### src/rtl/route_reservation_arbiter_if.sv
// ----------------------------------------------------------------------------
// route_reservation_arbiter_if
//
// Bundle between the per-port control logic of an N-port mesh router and the
// switch allocator.
//
//   routeReserveRequestValid [N]        per input: requesting an output (level)
//   routeReserveRequest      [N*RW]     per input: requested output index
//   routeRelieve             [N]        per input: release held output (pulse)
//   routeReserveStatus       [N]        per input: currently holds an output
//   xbarSelect               [N*RW]     per output: owning input index, 0 if free
//   outputBusy               [N]        per output: reserved
//
// master = port control side, slave = allocator side.
// ----------------------------------------------------------------------------
interface route_reservation_arbiter_if #(
    parameter int N             = 4,
    parameter int REQUEST_WIDTH = 2
);
    logic [N-1:0]               routeReserveRequestValid;
    logic [N*REQUEST_WIDTH-1:0] routeReserveRequest;
    logic [N-1:0]               routeRelieve;
    logic [N-1:0]               routeReserveStatus;
    logic [N*REQUEST_WIDTH-1:0] xbarSelect;
    logic [N-1:0]               outputBusy;

    modport master (
        output routeReserveRequestValid,
        output routeReserveRequest,
        output routeRelieve,
        input  routeReserveStatus,
        input  xbarSelect,
        input  outputBusy
    );

    modport slave (
        input  routeReserveRequestValid,
        input  routeReserveRequest,
        input  routeRelieve,
        output routeReserveStatus,
        output xbarSelect,
        output outputBusy
    );
endinterface

### src/rtl/route_reservation_arbiter.sv
// ----------------------------------------------------------------------------
// route_reservation_arbiter
//
// Switch-side allocator for an N-port mesh router. Every output runs its own
// FREE/BUSY state machine: while FREE it grants the first eligible input found
// by a round-robin scan starting at its pointer; while BUSY it holds the owner
// until that owner pulses routeRelieve, then moves its pointer just past the
// departing owner.
//
// Ports:
//   clk  - system clock, all state on rising edge
//   rst  - synchronous active-high reset
//   bus  - route_reservation_arbiter_if.slave (requests in, status/xbar out)
// ----------------------------------------------------------------------------
module route_reservation_arbiter #(
    parameter int N             = 4,
    parameter int REQUEST_WIDTH = 2
) (
    input  logic                         clk,
    input  logic                         rst,
    route_reservation_arbiter_if.slave   bus
);

    typedef enum logic {
        FREE = 1'b0,
        BUSY = 1'b1
    } outState_t;

    outState_t                stateQ [N];
    logic [REQUEST_WIDTH-1:0] ownQ   [N];
    logic [REQUEST_WIDTH-1:0] ptrQ   [N];
    logic [N-1:0]             statusQ;

    logic [REQUEST_WIDTH-1:0] reqField [N];
    logic [N-1:0]             eligible [N];
    logic [REQUEST_WIDTH:0]   pick     [N];   // {found, index}
    logic [N-1:0]             relieveHit;

    // Round-robin scan: walk from ptr upward modulo N; walking the offsets in
    // reverse lets the lowest offset (the first in scan order) overwrite last.
    function automatic logic [REQUEST_WIDTH:0] rrPick(
        input logic [N-1:0]               elig,
        input logic [REQUEST_WIDTH-1:0]   ptr
    );
        logic [REQUEST_WIDTH:0] result;
        int                     idx;
        result = '0;
        for (int k = N - 1; k >= 0; k--) begin
            idx = int'(ptr) + k;
            if (idx >= N) idx = idx - N;
            if (elig[idx]) result = {1'b1, REQUEST_WIDTH'(idx)};
        end
        return result;
    endfunction

    // Arbitration: an input is eligible only for the output it names, and only
    // while it holds nothing. Because each input names one output, winners of
    // different outputs are always distinct inputs. Indices >= N match no
    // output and are therefore never granted.
    always_comb begin
        for (int i = 0; i < N; i++) begin
            reqField[i] = bus.routeReserveRequest[i*REQUEST_WIDTH +: REQUEST_WIDTH];
        end
        for (int o = 0; o < N; o++) begin
            for (int i = 0; i < N; i++) begin
                eligible[o][i] = bus.routeReserveRequestValid[i]
                              && (reqField[i] == REQUEST_WIDTH'(o))
                              && !statusQ[i];
            end
            pick[o]       = rrPick(eligible[o], ptrQ[o]);
            relieveHit[o] = (stateQ[o] == BUSY) && bus.routeRelieve[ownQ[o]];
        end
    end

    // State update: grant and relieve never touch the same input in one cycle
    // (a grant needs status 0, a relieve needs status 1).
    always_ff @(posedge clk) begin
        if (rst) begin
            for (int o = 0; o < N; o++) begin
                stateQ[o] <= FREE;
                ownQ[o]   <= '0;
                ptrQ[o]   <= '0;
            end
            statusQ <= '0;
        end else begin
            for (int o = 0; o < N; o++) begin
                case (stateQ[o])
                    FREE: begin
                        if (pick[o][REQUEST_WIDTH]) begin
                            stateQ[o] <= BUSY;
                            ownQ[o]   <= pick[o][REQUEST_WIDTH-1:0];
                            statusQ[pick[o][REQUEST_WIDTH-1:0]] <= 1'b1;
                        end
                    end
                    BUSY: begin
                        if (relieveHit[o]) begin
                            stateQ[o] <= FREE;
                            ownQ[o]   <= '0;   // free outputs present select 0
                            ptrQ[o]   <= (ownQ[o] == REQUEST_WIDTH'(N - 1))
                                         ? '0 : ownQ[o] + 1'b1;
                            statusQ[ownQ[o]] <= 1'b0;
                        end
                    end
                    default: stateQ[o] <= FREE;
                endcase
            end
        end
    end

    always_comb begin
        bus.routeReserveStatus = statusQ;
        for (int o = 0; o < N; o++) begin
            bus.outputBusy[o]                                 = (stateQ[o] == BUSY);
            bus.xbarSelect[o*REQUEST_WIDTH +: REQUEST_WIDTH]  = ownQ[o];
        end
    end

endmodule

### src/flat_wrapper.sv
// flat-port wrapper written by rule: the top's interface ports become plain ports
module route_reservation_arbiter_flat 
#(
    parameter int N             = 4,
    parameter int REQUEST_WIDTH = 2
)
  (clk, rst, bus_routeReserveRequestValid, bus_routeReserveRequest, bus_routeRelieve, bus_routeReserveStatus, bus_xbarSelect, bus_outputBusy);
  route_reservation_arbiter_if #(.N(N), .REQUEST_WIDTH(REQUEST_WIDTH)) bus_i ();
  input  logic clk;
  input  logic rst;
  input wire logic [$bits(bus_i.routeReserveRequestValid)-1:0] bus_routeReserveRequestValid;
  input wire logic [$bits(bus_i.routeReserveRequest)-1:0] bus_routeReserveRequest;
  input wire logic [$bits(bus_i.routeRelieve)-1:0] bus_routeRelieve;
  output wire logic [$bits(bus_i.routeReserveStatus)-1:0] bus_routeReserveStatus;
  output wire logic [$bits(bus_i.xbarSelect)-1:0] bus_xbarSelect;
  output wire logic [$bits(bus_i.outputBusy)-1:0] bus_outputBusy;
  assign bus_i.routeReserveRequestValid = bus_routeReserveRequestValid;
  assign bus_i.routeReserveRequest = bus_routeReserveRequest;
  assign bus_i.routeRelieve = bus_routeRelieve;
  assign bus_routeReserveStatus = bus_i.routeReserveStatus;
  assign bus_xbarSelect = bus_i.xbarSelect;
  assign bus_outputBusy = bus_i.outputBusy;
  route_reservation_arbiter #(.N(N), .REQUEST_WIDTH(REQUEST_WIDTH)) u_core (.clk(clk), .rst(rst), .bus(bus_i));
endmodule
### config.mk
export PLATFORM = sky130hd
export DESIGN_NAME = route_reservation_arbiter_flat
export DESIGN_NICKNAME = d
export VERILOG_FILES = /design/src/rtl/route_reservation_arbiter_if.sv /design/src/rtl/route_reservation_arbiter.sv /design/src/flat_wrapper.sv
export SDC_FILE = /design/constraint.sdc
export NUM_CORES = 1
export LEC_CHECK = 0
export CAP_MARGIN = 40
export CORE_MARGIN = 4
export CORE_UTILIZATION = 45
export CTS_CLUSTER_SIZE = 25
export DETAILED_ROUTE_END_ITERATION = 12
export DONT_BUFFER_PORTS = 1
export PLACE_DENSITY = 0.63
export SYNTH_ARGS = -nofsm -noshare
export SYNTH_HDL_FRONTEND = slang
export SYNTH_SLANG_ARGS = --single-unit
### constraint.sdc
create_clock -name clk -period 2.4 [get_ports clk]
set_input_delay 0.48 -clock clk [delete_from_list [all_inputs] [get_ports clk]]
set_output_delay 0.48 -clock clk [all_outputs]
set_load 0.005 [all_outputs]
### After elaboration in Yosys (flattened, before gate mapping)

Memory sizes are Yosys's and may differ from the RTL's.
Index checks and enable logic that the tools add are counted.

| cells by class | value |
|---|---|
| add/subtract/negate cells | 32 |
| $lt $le $gt $ge | 48 |
| bitwise operators | 36 |
| equal/unequal tests | 16 |
| mux-type cells | 177 |
| reduce and logical (&&, ||, !) cells | 52 |

Operators by type and width:

| cell | number |
|---|---|
| $lt 32x4->1 const B | 16 |
| $mux 32 | 16 |
| $ge 32x4->1 const B | 12 |
| $sub 32x4->32 const B | 12 |
| $mux 1 | 86 |
| $mux 3 | 16 |
| $logic_and 1x1->1 | 44 |
| $mux 4 | 11 |
| $bmux 1 s2 | 20 |
| $mux 2 | 16 |
| $pmux 4 s2 | 4 |
| $add 2x2->3 const B | 8 |
| $eq 2x2->1 const B | 12 |
| $lt 2x3->1 const B | 8 |
| $or 1x1->1 | 20 |
| $and 4x4->4 | 4 |
| $demux 1 s2 | 8 |
| $ge 2x1->1 const B | 8 |
| $not 4->4 | 4 |
| $or 4x4->4 | 4 |
| $sub 2x3->4 const B | 4 |
| $add 2x1->3 const B | 4 |
| $ge 2x3->1 const B | 4 |
| $add 2x1->2 const B | 4 |
| other kinds (4) | 16 |

| storage, ports and cells | value |
|---|---|
| word-level logic and storage cells | 365 |
| bits in writable memories | 20 |
| output and inout port bits | 16 |
| register bits | 4 |
| memories | 3 |
| input bits | 18 |

Memory list:

| memory | words | width | read ports | clocked after Yosys merged registers in | write ports | line | source |
|---|---|---|---|---|---|---|---|
| u_core.ownQ | 4 | 2 | 4 | 0 | 4 | route_reservation_arbiter.sv:30 | `logic [REQUEST_WIDTH-1:0] ownQ [N];` |
| u_core.ptrQ | 4 | 2 | 4 | 0 | 4 | route_reservation_arbiter.sv:31 | `logic [REQUEST_WIDTH-1:0] ptrQ [N];` |
| u_core.stateQ | 4 | 1 | 4 | 0 | 4 | route_reservation_arbiter.sv:29 | `outState_t stateQ [N];` |

### Depth between registers and ports, before layout

Gate-level depths: netlist of the first run.
An unclocked memory read counts as a cell.

| depth | value |
|---|---|
| depth in word-level cells | 30 |
| gate-level depth with buffers | 7 |
| depth with buffers taken out | 6 |

### Worst setup path before layout of the first run

OpenSTA, ideal clock, no wires.

| timing path | value |
|---|---|
| kind | register -> register |
| from | mem u_core.ownQ[1][0] |
| to | mem u_core.ownQ[1][0], enable pin |
| stages on the path, launching flop included | 6 |
| clock period less this slack | 2.055 ns |
| setup time | 0.257 ns |
| setup slack | 0.345 ns |
| data arrival time | 1.798 ns |
| path through | edfxtp_1 mux4_2 and2_1 clkbuf_1 or2_2 or2b_1 |

RTL lines:

| element | line |
|---|---|
| start: declaration | route_reservation_arbiter.sv:30 |

### Worst setup path in the final report of the first run

| timing path | value |
|---|---|
| from | reg u_core.statusQ[2], in the netlist u_core.bus.routeReserveStatus[2] |
| to | reg u_core.statusQ[0], in the netlist u_core.bus.routeReserveStatus[0] |

| between the ends | value |
|---|---|
| cells in the longest elaborated chain, start to end | 28 |
| elaborated cells on any way between the ends | 110 |
| classes of those cells | order compare (8); mux (86); bitwise (7); reduce/logical (9) |

Ends and longest elaborated chain:

| element | line | source |
|---|---|---|
| start: declaration | route_reservation_arbiter.sv:32 | `logic [N-1:0] statusQ;` |
| start signal: assignment | route_reservation_arbiter.sv:84 | `statusQ <= '0;` |
| start signal: indexed assignment | route_reservation_arbiter.sv:92 | `statusQ[pick[o][REQUEST_WIDTH-1:0]] <= 1'b1;` |
| start signal: indexed assignment | route_reservation_arbiter.sv:101 | `statusQ[ownQ[o]] <= 1'b0;` |
| $logic_not 1->1 (*) | route_reservation_arbiter.sv:68 | `&& !statusQ[i];` |
| $logic_and 1x1->1 | route_reservation_arbiter.sv:68 |  |
| $bmux 1 s2 | route_reservation_arbiter.sv:51 | `if (elig[idx]) result = {1'b1, REQUEST_WIDTH'(idx)};` |
| $mux 1 (not written as such) (2 in a row) | route_reservation_arbiter.sv:51 |  |
| $mux 3 (4 in a row) | route_reservation_arbiter.sv:51 |  |
| $lt 2x3->1 (not written as such) or $ge 2x1->1 (tied branches) | route_reservation_arbiter.sv:92 |  |
| $logic_and 1x1->1 (not written as such) | route_reservation_arbiter.sv:92 |  |
| $mux 1 (not written as such) | route_reservation_arbiter.sv:92 |  |
| (+8 left out) | - |  |
| $mux 4 | route_reservation_arbiter.sv:78 | `if (rst) begin` |
| $and 4x4->4 (no source line) or $or 4x4->4 (tied branches) | - |  |
| $mux 4 (on tied branches) | route_reservation_arbiter.sv:96, route_reservation_arbiter.sv:89 |  |
| $pmux 4 s2 | route_reservation_arbiter.sv:87 | `case (stateQ[o])` |
| $mux 4 | route_reservation_arbiter.sv:78 |  |
| $and 4x4->4 (no source line) or $or 4x4->4 (tied branches) | - |  |
| $mux 4 (on tied branches) | route_reservation_arbiter.sv:96, route_reservation_arbiter.sv:89 |  |
| $pmux 4 s2 (*) | route_reservation_arbiter.sv:87 |  |

Every way passes the cells marked *; elsewhere a longest branch is shown, timed or not. The select of a mux whose other input is x is not followed.
A chain may end at the register's enable or synchronous reset.

==> run summary, run 1 <==
In this run the worst path has a maximum fanout of 8. The number of global-route vias before repair is 1,697. Data on the critical path is required at its endpoint by 2.55 ns.

The tightest hold path in the finished design has a slack of 0.271 ns. 0 antenna diodes ended up in the layout. For the worst setup path, the data arrival time is 2.30 ns. The final critical-path share of the clock period is 89.5%. The die is 77.4 µm wide.

The total setup violations reported at the end of the flow is 0. Clock tree synthesis inserted a total of 3 buffers. The logs give 24 for the number of placement rows and 24 for the CTS sink count. Number of placed cells counting well taps: 258.

The largest single stage delay on the critical path is 0.69 ns. The area added between synthesis and finish is 3.18%. Setup slack closes at 0.253 ns. The last weighted congestion value of the routability-driven placer was 0.834. During I/O placement, the number of pins put on the boundary was 34. After detailed placement, the total cell area comes to 2160 µm². The number of detailed-routing iterations run before antenna repair was 7. The run gives 249 as the synthesized netlist net count. The detailed-route DRC error count was 0; the highest ir drop seen on vdd was 0.418 mV. The final critical-path required period was 2.15 ns; the pre-CTS worst setup slack was 0.178 ns. The initial antenna violation count is 0, and the half-perimeter wire length of the detailed placement result is 4240 µm.

For the worst-skew pair, the clock arrives at the later sink with an insertion delay of 0.27 ns. Leaving out filler cells and counting taps, the final layout contains 262. The share of cells above drive strength 1 is 17.1%.

The number of endpoints with negative hold slack in the final report was 0. The count of buffers added on input and output ports is 0. The total buffers and inverters traversed by the critical path is 0.

TritonCTS built the clock tree. The run finished with clean final reports. The cell family contributing the most delay on the critical path is simple AND/OR/NAND/NOR gates. In the final design database the tool counted 245 nets.

After synthesis, the netlist uses 66 different library cells. Walking the worst path, the cells encountered are or4b_1 -> a211oi_2 -> o32ai_1 -> and3b_2 -> o21ai_1 -> a221oi_2. Sequential cells were found to cover 31.4% of the synthesized design area. The final-report max-slew violation count was 0; the worst max-slew margin expressed relative to the limit was 61.1%. Average wire per standard cell: 20.3 µm. STA classifies the critical path endpoint as a flip-flop.

Entering global routing, the biggest net connects 19 pins. The final layout contains routed wiring with a total length of 5310 µm. By count the netlist is led by sky130_fd_sc_hd__edfxtp_1, sky130_fd_sc_hd__inv_1, sky130_fd_sc_hd__nor2_1, sky130_fd_sc_hd__ha_1. The worst setup path is of the flip-flop to flip-flop kind.

For the area of the core region, the log shows 4500 µm². Post-route cell area: 2230 µm². The most frequently used flop master after synthesis is sky130_fd_sc_hd__edfxtp_1.

In the synthesized netlist the async set-or-reset flop fraction comes to 0%. Setup repair after global routing left no endpoint under its margin. Across every metal layer, demand over resource in global routing totals 17.8%. Hold repair after CTS inserted 0 buffers. Number of violations of the max-capacitance limit: 0. The path class of the lowest-slack min-delay path is input pin to flip-flop. The count of H-tree levels built during CTS was 1; the total vias in the final route was 1,741.

Buffers added to address setup during post-CTS repair amount to 0. Starting density of the core: 48.1%. After synthesis, the mean cell area works out to 10.1 µm².

Dividing total power by cell area gives a power density of 628 nW/µm². Synthesis inferred 24 register bits. The number of vias per cell after detailed routing was 6.65; the post-cts repair resize count was 0.

Final setup TNS: 0 ns. The cell area that synthesis handed to floorplanning was 2160 µm². Startpoint type of the worst setup path: a flip-flop. After synthesis, the cell types taking the most area are sky130_fd_sc_hd__edfxtp_1, sky130_fd_sc_hd__ha_1, sky130_fd_sc_hd__mux4_2, sky130_fd_sc_hd__dfxtp_1, sky130_fd_sc_hd__inv_1.

The leakage power is 0.880 nW, and the clock edge transition at the registers on the reported setup and hold paths is 0.09 ns. The logs give 0 for the count of nets left with antenna violations after detail routing and 121 for the DRC violation total after the first TritonRoute iteration. Among all stages on the critical path, the largest delay is contributed by sky130_fd_sc_hd__or4b_1. For this run the aggregate overflow at the end of global routing stands at 0. The total die area was 5980 µm².

Clock skew on the completed layout was measured at 0.00505 ns. Largest area contributor in the synthesized netlist: sky130_fd_sc_hd__edfxtp_1. The first global-routing pass estimated 8620 µm of wire. The clock passes through at most 2 buffers. From bottom edge to top edge, the die measures 77.4 µm. For the maximum clock rate, the log shows 466 MHz. The area share of the largest cell type after synthesis is 27.7%, and the total of warnings raised by yosys is 0. The clock root buffer was sky130_fd_sc_hd__clkbuf_8. The number of synthesized flops with an enable pin was 20; the number of standard cells after synthesis was 215. The slew at the pin closest to its max-slew limit works out to 0.582 ns.
final timing paths:
check	from	to	slack, ns	depth (start not counted)
worst min register to register	u_core.stateQ[2]$_SDFFCE_PN0P_	u_core.ownQ[2][0]$_SDFFCE_PP0P_	0.74	1
worst min-delay path	rst	u_core.bus.routeReserveStatus[0]$_SDFF_PP0_	0.27	1
worst max-delay path	u_core.bus.routeReserveStatus[2]$_SDFF_PP0_	u_core.bus.routeReserveStatus[0]$_SDFF_PP0_	0.25	6
worst max register to register	u_core.bus.routeReserveStatus[2]$_SDFF_PP0_	u_core.bus.routeReserveStatus[0]$_SDFF_PP0_	0.25	6
metal layers:
layer | track usage, % | wire [µm] | up-vias
li1 | - | - | 823
met1 | 24.0 | 2210 | 815
met2 | 27.7 | 2470 | 99
met3 | 5.90 | 582 | 4
met4 | 4.27 | 43 | 0
met5 | 0 | 0 | -
worst register-to-register path, stage by stage, from the launching register on:
cell and delay, ns:
sky130_fd_sc_hd__dfxtp_1 0.41, sky130_fd_sc_hd__or4b_1 0.69, sky130_fd_sc_hd__a211oi_2 0.26, sky130_fd_sc_hd__o32ai_1 0.17, sky130_fd_sc_hd__and3b_2 0.26, sky130_fd_sc_hd__o21ai_1 0.17, sky130_fd_sc_hd__a221oi_2 0.08
report_power, final:
| part | switching (mW) | internal, mW |
|---|---|---|
| Sequential | 0.113 | 0.532 |
| Combinational | 0.210 | 0.192 |
| Clock | 0.133 | 0.223 |
| Total | 0.456 | 0.947 |
metrics by stage:
step	total power [mW]	util [%]
finish	1.40	49.6
global route	1.49	49.6
CTS	1.40	49.6
detailed placement	1.05	48.0
global placement	1.03	48.0
floorplan	0.962	-
cells by family after synthesis:
group                    Yosys count  synth area share (%)
AO/OA/AOI/OAI                     49                  17.7
adder cells (fa/ha/maj)           16                  9.25
buffers and inverters             31                  7.28
flip-flops                        24                  31.4
multiplexers                       5                  4.62
AND/OR/NAND/NOR                   90                  29.7
registers in the layout, indices dropped and copies added (netlist names):
signal,cells
u_core.bus.routeReserveStatus,4
u_core.stateQ,4
u_core.ptrQ,8
u_core.ownQ,8
cell usage in the layout, fill, tap and decap left out, types with 3 or more instances in the layout:
cell,netlist,layout
sky130_fd_sc_hd__inv_1,20,20
sky130_fd_sc_hd__edfxtp_1,20,20
sky130_fd_sc_hd__nor2_1,19,19
sky130_fd_sc_hd__ha_1,16,16
sky130_fd_sc_hd__nand2_1,8,8
sky130_fd_sc_hd__and3_1,8,8
sky130_fd_sc_hd__a21oi_1,7,7
sky130_fd_sc_hd__or2_2,6,6
sky130_fd_sc_hd__o221ai_1,5,5
sky130_fd_sc_hd__o21ai_0,5,5
sky130_fd_sc_hd__mux4_2,4,4
sky130_fd_sc_hd__and2_1,4,4
sky130_fd_sc_hd__and4bb_2,4,4
sky130_fd_sc_hd__and4b_1,4,4
sky130_fd_sc_hd__nor3_1,4,4
sky130_fd_sc_hd__dfxtp_1,4,4
sky130_fd_sc_hd__nor4bb_1,3,3
sky130_fd_sc_hd__nor4_1,3,3
sky130_fd_sc_hd__nand4bb_1,3,3
sky130_fd_sc_hd__a222oi_1,3,3
sky130_fd_sc_hd__o21ai_1,3,3
sky130_fd_sc_hd__o21a_1,3,3
sky130_fd_sc_hd__clkbuf_8,0,3
final cells by class:
class / instances / area (µm²)
inverter: 20 / 75.1
timing repair buffer: 2 / 15.0
multi-input combinational: 160 / 1330
clock buffer: 3 / 41.3
fill: 427 / 2270
clock inverter: 1 / 30.0
tap: 52 / 65.1
sequential: 24 / 681
No activity file was read; power rests on OpenSTA's default activity.
==> inputs of run 2 (changes only) <==
clock period = 2.6 ns   (was 2.4 ns; I/O delays follow)
==> run 2 against run 1 <==
Critical path depth stayed put. Critical path type unchanged. Worst setup slack better by 0.18 ns. Fmax is 1.0% lower. Sequential power is 7.4% lower. Design area stayed put. Die area stayed put. Count of clock-buffer cells in the layout stayed put. Critical endpoint is now u_core.bus.routeReserveStatus[3]$_SDFF_PP0_.
==> run summary, run 2 (same netlist as run 1, synthesis figures left out) <==
The number of vias per cell after detailed routing is 6.69 (+0.75%). The tools report the detailed-route DRC error count as 0 (unchanged). The die boundary height is 77.4 µm (unchanged), and the number of hold buffers added after cts is 0 (unchanged). The clock root buffer was sky130_fd_sc_hd__clkbuf_8. The number of placement rows is 24 (unchanged), and the final critical-path share of the clock period is 83.5% (-6.0 points). The logs give 0.338 mV (-19%) for the highest ir drop seen on vdd and 0 ns (unchanged) for the final setup TNS. The endpoint class of the critical path was a flip-flop. The run finished with clean final reports. The tools report the total vias in the final route as 1,754 (+0.75%). The tools report the count of nets left with antenna violations after detail routing as 0 (unchanged). The maximum fanout along the worst path works out to 8 (unchanged). The total setup violations reported at the end of the flow is 0 (unchanged).

Starting density of the core: 48.1% (unchanged). The area added between synthesis and finish is 3.18% (unchanged). Setup repair after global routing left no endpoint under its margin. The number of endpoints with negative hold slack in the final report is 0 (unchanged). The worst max-slew margin expressed relative to the limit came out at 57.0% (-4.0 points). The slew at the pin closest to its max-slew limit was 0.643 ns (+0.0604 ns); the data arrival time of the worst path was 2.37 ns (+0.07 ns). The depth of the most critical reg-to-reg path was 6 (unchanged); the final-report max-slew violation count was 0 (unchanged). The CTS sink count is 24 (unchanged).

The total overflow reported by the global router is 0 (unchanged). The number of buffers on the longest clock path came out at 2 (unchanged). In the final layout, the registers with the most flip-flops are u_core.ownQ x8, u_core.ptrQ x8.

The run gives 0 (unchanged) as the post-cts repair resize count. The library cells used most frequently in the layout, excluding fill and tap cells, are sky130_fd_sc_hd__inv_1, sky130_fd_sc_hd__edfxtp_1, sky130_fd_sc_hd__nor2_1. The global-route total usage across every layer is 17.8% (about the same).

The tools report the half-perimeter wire length of the detailed placement result as 4310 µm (+1.7%). The clock edge transition at the registers on the reported setup and hold paths was 0.09 ns (about the same). The clock latency on the worst-skew pair was 0.26 ns (about the same); the number of global-route vias before repair was 1,822 (+7.4%). The tools report the startpoint type of the worst setup path as a flip-flop.

The hold path depth came out at 1 (unchanged). The logs give 124 (+2.5%) for the DRC violation total after the first TritonRoute iteration and 461 MHz (-1.0%) for the maximum clock rate. TritonCTS built the clock tree. The pre-CTS worst setup slack was 0.315 ns (+0.137 ns). The clock buffer count from CTS was 3 (unchanged). The area of the core region was 4500 µm² (unchanged). The setup fix buffers added after clock tree synthesis was 0 (unchanged); the number of detailed-routing iterations run before antenna repair was 4 (-3). The port buffer count works out to 0 (unchanged). Average wire per standard cell: 20.8 µm (+2.4%). The count of boundary I/O pins is 34 (unchanged), and the width of the chip is 77.4 µm (unchanged). For the count of H-tree levels built during CTS, the log shows 1 (unchanged). Number of placed cells counting well taps: 258 (unchanged). The power density of the placed cells came out at 580 nW/µm² (-7.6%). The leakage power came out at 0.880 nW (unchanged). By startpoint and endpoint, the worst setup path is classified as flip-flop to flip-flop. The tools report the post-route clock skew as 0.00875 ns (+0.00370 ns). The logs give 0.831 (-0.34%) for the last weighted congestion value of the routability-driven placer and 0 (unchanged) for the initial antenna violation count.

The maximum number of pins on one net before global-route repair is 19 (unchanged), and the worst endpoint required time is 2.80 ns (+0.25 ns). For the number of violations of the max-capacitance limit, the log shows 0 (unchanged). In this run the worst hold path is classified as input pin to flip-flop. The share of cells above drive strength 1 works out to 17.1% (unchanged). The final critical-path required period came out at 2.17 ns (+0.0224 ns). The tools report the smallest hold slack as 0.320 ns (+0.0488 ns). The run gives 5440 µm (+2.4%) as the routed wire length. The first-pass GRT wire length is 8720 µm (+1.2%), and the net count reported at finish is 245 (unchanged).

Final cell count without fillers: 262 (unchanged). The number of diodes added for antenna fixing is 0 (unchanged). The logs give 5980 µm² (unchanged) for the total die area and 0.430 ns (+0.178 ns) for the setup slack of the critical path after layout.
[run 2: final cells by class]
cell class	count	area, µm²
clock buffer	3	41.3
clock inverter	1	30.0
fill	416	2270
inverter	20	75.1
multi-input combinational	160	1330
sequential	24	681
tap	52	65.1
timing repair buffer	2	15.0
[run 2: metrics by stage]
step	utilization [%]	power, mW	area (µm²)
2_1_floorplan	-	0.888	2160
3_3_place_gp	48.0	0.952	2160
3_5_place_dp	48.0	0.973	2160
4_1_cts	49.6	1.29	2230
5_1_grt	49.6	1.37	2230
6_report	49.6	1.30	2230
[run 2: path summary, 6_finish.rpt]
kind	startpoint	endpoint	slack, ns
setup / recovery	u_core.bus.routeReserveStatus[2]$_SDFF_PP0_	u_core.bus.routeReserveStatus[3]$_SDFF_PP0_	0.43
hold / removal	rst	u_core.bus.routeReserveStatus[0]$_SDFF_PP0_	0.32
setup reg to reg	u_core.bus.routeReserveStatus[2]$_SDFF_PP0_	u_core.bus.routeReserveStatus[3]$_SDFF_PP0_	0.43
hold reg to reg	u_core.bus.routeReserveStatus[0]$_SDFF_PP0_	u_core.bus.routeReserveStatus[0]$_SDFF_PP0_	0.73
[run 2: critical path: stages, from the launching register on]
cell and delay (ns):
sky130_fd_sc_hd__dfxtp_1 0.41, sky130_fd_sc_hd__or4b_1 0.69, sky130_fd_sc_hd__a211oi_2 0.25, sky130_fd_sc_hd__o32ai_1 0.18
sky130_fd_sc_hd__a2111oi_2 0.35, sky130_fd_sc_hd__nor4_1 0.10, sky130_fd_sc_hd__o21ai_1 0.11
[run 2: per-layer routing]
layer	track usage (%)	vias to the layer above	share of wire, %
met5	0	-	0
met4	3.74	0	1.0
met3	5.90	6	11
met2	29.7	87	46
met1	22.5	845	42
li1	-	816	-
[run 2: power breakdown]
group	internal, mW	switching, mW	total, mW
sequential	0.491	0.106	0.597
combinational	0.177	0.195	0.372
clock	0.206	0.121	0.327
total	0.874	0.422	1.30
==> inputs of run 3 (changes only) <==
clock period = 2.05 ns   (was 2.6 ns; I/O delays follow)
==> run 3 against run 2 <==
Clock power rose by 28%. Design area grew 8.1%. Wire length rose by 0.85%. Utilization grew 4.0 points.
==> run summary, run 3 (same netlist as run 1, synthesis figures left out) <==
The flow ran to the end, and the final reports show no timing, DRC or antenna violations. The logs give 5980 µm² (unchanged) for the total die area and 0.0401 ns (-0.390 ns) for the setup slack of the critical path after layout. The tools report the startpoint type of the worst setup path as a flip-flop.

The number of placed cells counting well taps is 275 (+6.6%). The average wire per standard cell was 19.5 µm (-6.0%); the total vias in the final route was 1,794 (+2.3%). The critical path is of the flip-flop to flip-flop type.

Clock latency on the worst-skew pair: 0.27 ns (about the same). The post-route clock skew is 0.00160 ns (-0.00715 ns), and the data arrival time of the worst path is 2.19 ns (-0.18 ns). The count of nets left with antenna violations after detail routing is 0 (unchanged), and the last weighted congestion value of the routability-driven placer is 0.812 (-2.3%).

The total routed wire length on the met1 layer is 2400 µm (+4.9%). The first-pass GRT wire length is 8760 µm (+0.48%). The port buffer count is 0 (unchanged), and the smallest hold slack is 0.191 ns (-0.129 ns). The final critical-path required period is 2.01 ns (-0.160 ns). The largest registers in the layout are u_core.ownQ x8, u_core.ptrQ x8.

The number of detailed-routing iterations run before antenna repair is 4 (unchanged), and the final cell count without fillers is 281 (+7.3%). The number of vias per cell after detailed routing is 6.38 (-4.6%), and the DRC violation total after the first TritonRoute iteration is 144 (+16%). The width of the chip was 77.4 µm (unchanged).

The run gives 2290 µm² (+5.9%) as the post-detailed-placement cell area. TritonCTS built the clock tree. The logs give 4380 µm (+1.4%) for the half-perimeter wire length of the detailed placement result and 0 (unchanged) for the detailed-route DRC error count. The top cell types in the final layout, fill and taps aside, are sky130_fd_sc_hd__buf_4, sky130_fd_sc_hd__inv_1, sky130_fd_sc_hd__edfxtp_1. The logs give 53.6% (+4.0 points) for the final design utilization and 0 (unchanged) for the final-report max-slew violation count. The run gives 3 (unchanged) as the clock buffer count from CTS. The clock root buffer was sky130_fd_sc_hd__clkbuf_8. The global-route total usage across every layer was 17.8% (about the same); the total overflow reported by the global router was 0 (unchanged). Footprint of the flip-flops and latches: 686 µm² (+0.74%). The number of placement rows is 24 (unchanged). The die boundary height works out to 77.4 µm (unchanged). The share of cells above drive strength 1 works out to 28.4% (+11 points). The number of buffers on the longest clock path is 2 (unchanged).

The post-route cell area was 2410 µm² (+8.1%); the overall power consumption was 1.74 mW (+34%). The maximum fanout along the worst path was 7 (-1); the final setup TNS was 0 ns (unchanged). The run gives 498 MHz (+8.0%) as the maximum clock rate. The slew at the pin closest to its max-slew limit is 0.453 ns (-0.189 ns). Setup repair after global routing could not meet its margin everywhere. The count of H-tree levels built during CTS was 1 (unchanged); the worst max-slew margin expressed relative to the limit was 69.8% (+13 points).

The number of global-route vias before repair came out at 1,838 (+0.88%). The leakage power is 0.988 nW (+12%), and the count of boundary I/O pins is 34 (unchanged). Met2 layer wire length in the routed design: 2570 µm (+1.9%). The length of routed met3 wiring was 480 µm (-17%); the maximum number of pins on one net before global-route repair was 19 (unchanged).

The pre-CTS worst setup slack is -0.0810 ns (-0.396 ns), and the power density of the placed cells is 720 nW/µm² (+24%). For the area of the core region, the log shows 4500 µm² (unchanged). Compared with the post-synthesis result, the final layout area differs by 11.6%. Starting density of the core: 48.1% (unchanged). The worst endpoint required time was 2.23 ns (-0.57 ns).

Leaving out fill and tap cells, the most frequent cell in the layout is sky130_fd_sc_hd__buf_4. The number of violations of the max-capacitance limit is 0 (unchanged), and the total setup violations reported at the end of the flow is 0 (unchanged). The tools report the routed wire length as 5480 µm (+0.85%). The number of hold buffers added after cts came out at 0 (unchanged). The final critical-path share of the clock period came out at 98.0% (+15 points). The path class of the lowest-slack min-delay path was input pin to flip-flop.

For the number of endpoints with negative hold slack in the final report, the log shows 0 (unchanged). The CTS sink count came out at 24 (unchanged). The uppermost layer routed is met4. The run gives 264 (+7.8%) as the net count reported at finish. For the number of diodes added for antenna fixing, the log shows 0 (unchanged). The run gives 391 (-6.0%) as the filler cell count. The logs give 1360 µm² (+2.5%) for the combined area of the multi-input logic cells and 0.431 mV (+27%) for the highest ir drop seen on vdd.

The endpoint class of the critical path was a flip-flop. The clock edge transition at the registers on the reported setup and hold paths works out to 0.09 ns (about the same). The run gives 0 (unchanged) as the initial antenna violation count.
run 3: cell type report:
type                       instances  share of cell area [%]
sequential                        24                    28.4
multi-input combinational        160                    56.3
tap                               52                    2.69
clock inverter                     1                    1.24
clock buffer                       3                    1.71
inverter                          20                    3.11
timing repair buffer              21                    6.53
run 3: where the power goes:
part	total [mW]	internal (mW)	switching (mW)
sequential	0.723	0.625	0.0984
combinational	0.596	0.293	0.303
clock	0.419	0.261	0.158
run 3: per-layer routing:
layer / global-route usage [%] / up-vias
li1: - / 857
met1: 22.9 / 875
met2: 30.1 / 58
met3: 4.75 / 4
met4: 3.74 / 0
met5: 0 / -
run 3: worst paths after layout:
| path | from | endpoint | slack (ns) | depth (start not counted) |
|---|---|---|---|---|
| worst min register to register | u_core.bus.routeReserveStatus[2]$_SDFF_PP0_ | u_core.bus.routeReserveStatus[2]$_SDFF_PP0_ | 0.65 | 2 |
| worst max register to register | u_core.ownQ[0][0]$_SDFFCE_PP0P_ | u_core.bus.routeReserveStatus[0]$_SDFF_PP0_ | 0.04 | 5 |
| worst max-delay path | u_core.ownQ[0][0]$_SDFFCE_PP0P_ | u_core.bus.routeReserveStatus[0]$_SDFF_PP0_ | 0.04 | 5 |
| worst min-delay path | rst | u_core.bus.routeReserveStatus[0]$_SDFF_PP0_ | 0.19 | 1 |
run 3: timing repair:
action,CTS,global route
buffers inserted,0,2
endpoints found under the setup margin,2,7
resized for setup,4,9
pin swaps,0,5
run 3: critical path, stage by stage, from the launching register on:
cell and delay, ns:
sky130_fd_sc_hd__edfxtp_1 0.44, sky130_fd_sc_hd__mux4_2 0.51, sky130_fd_sc_hd__and2_4 0.19, sky130_fd_sc_hd__a222oi_1 0.36, sky130_fd_sc_hd__o21ai_1 0.17, sky130_fd_sc_hd__a221oi_2 0.25
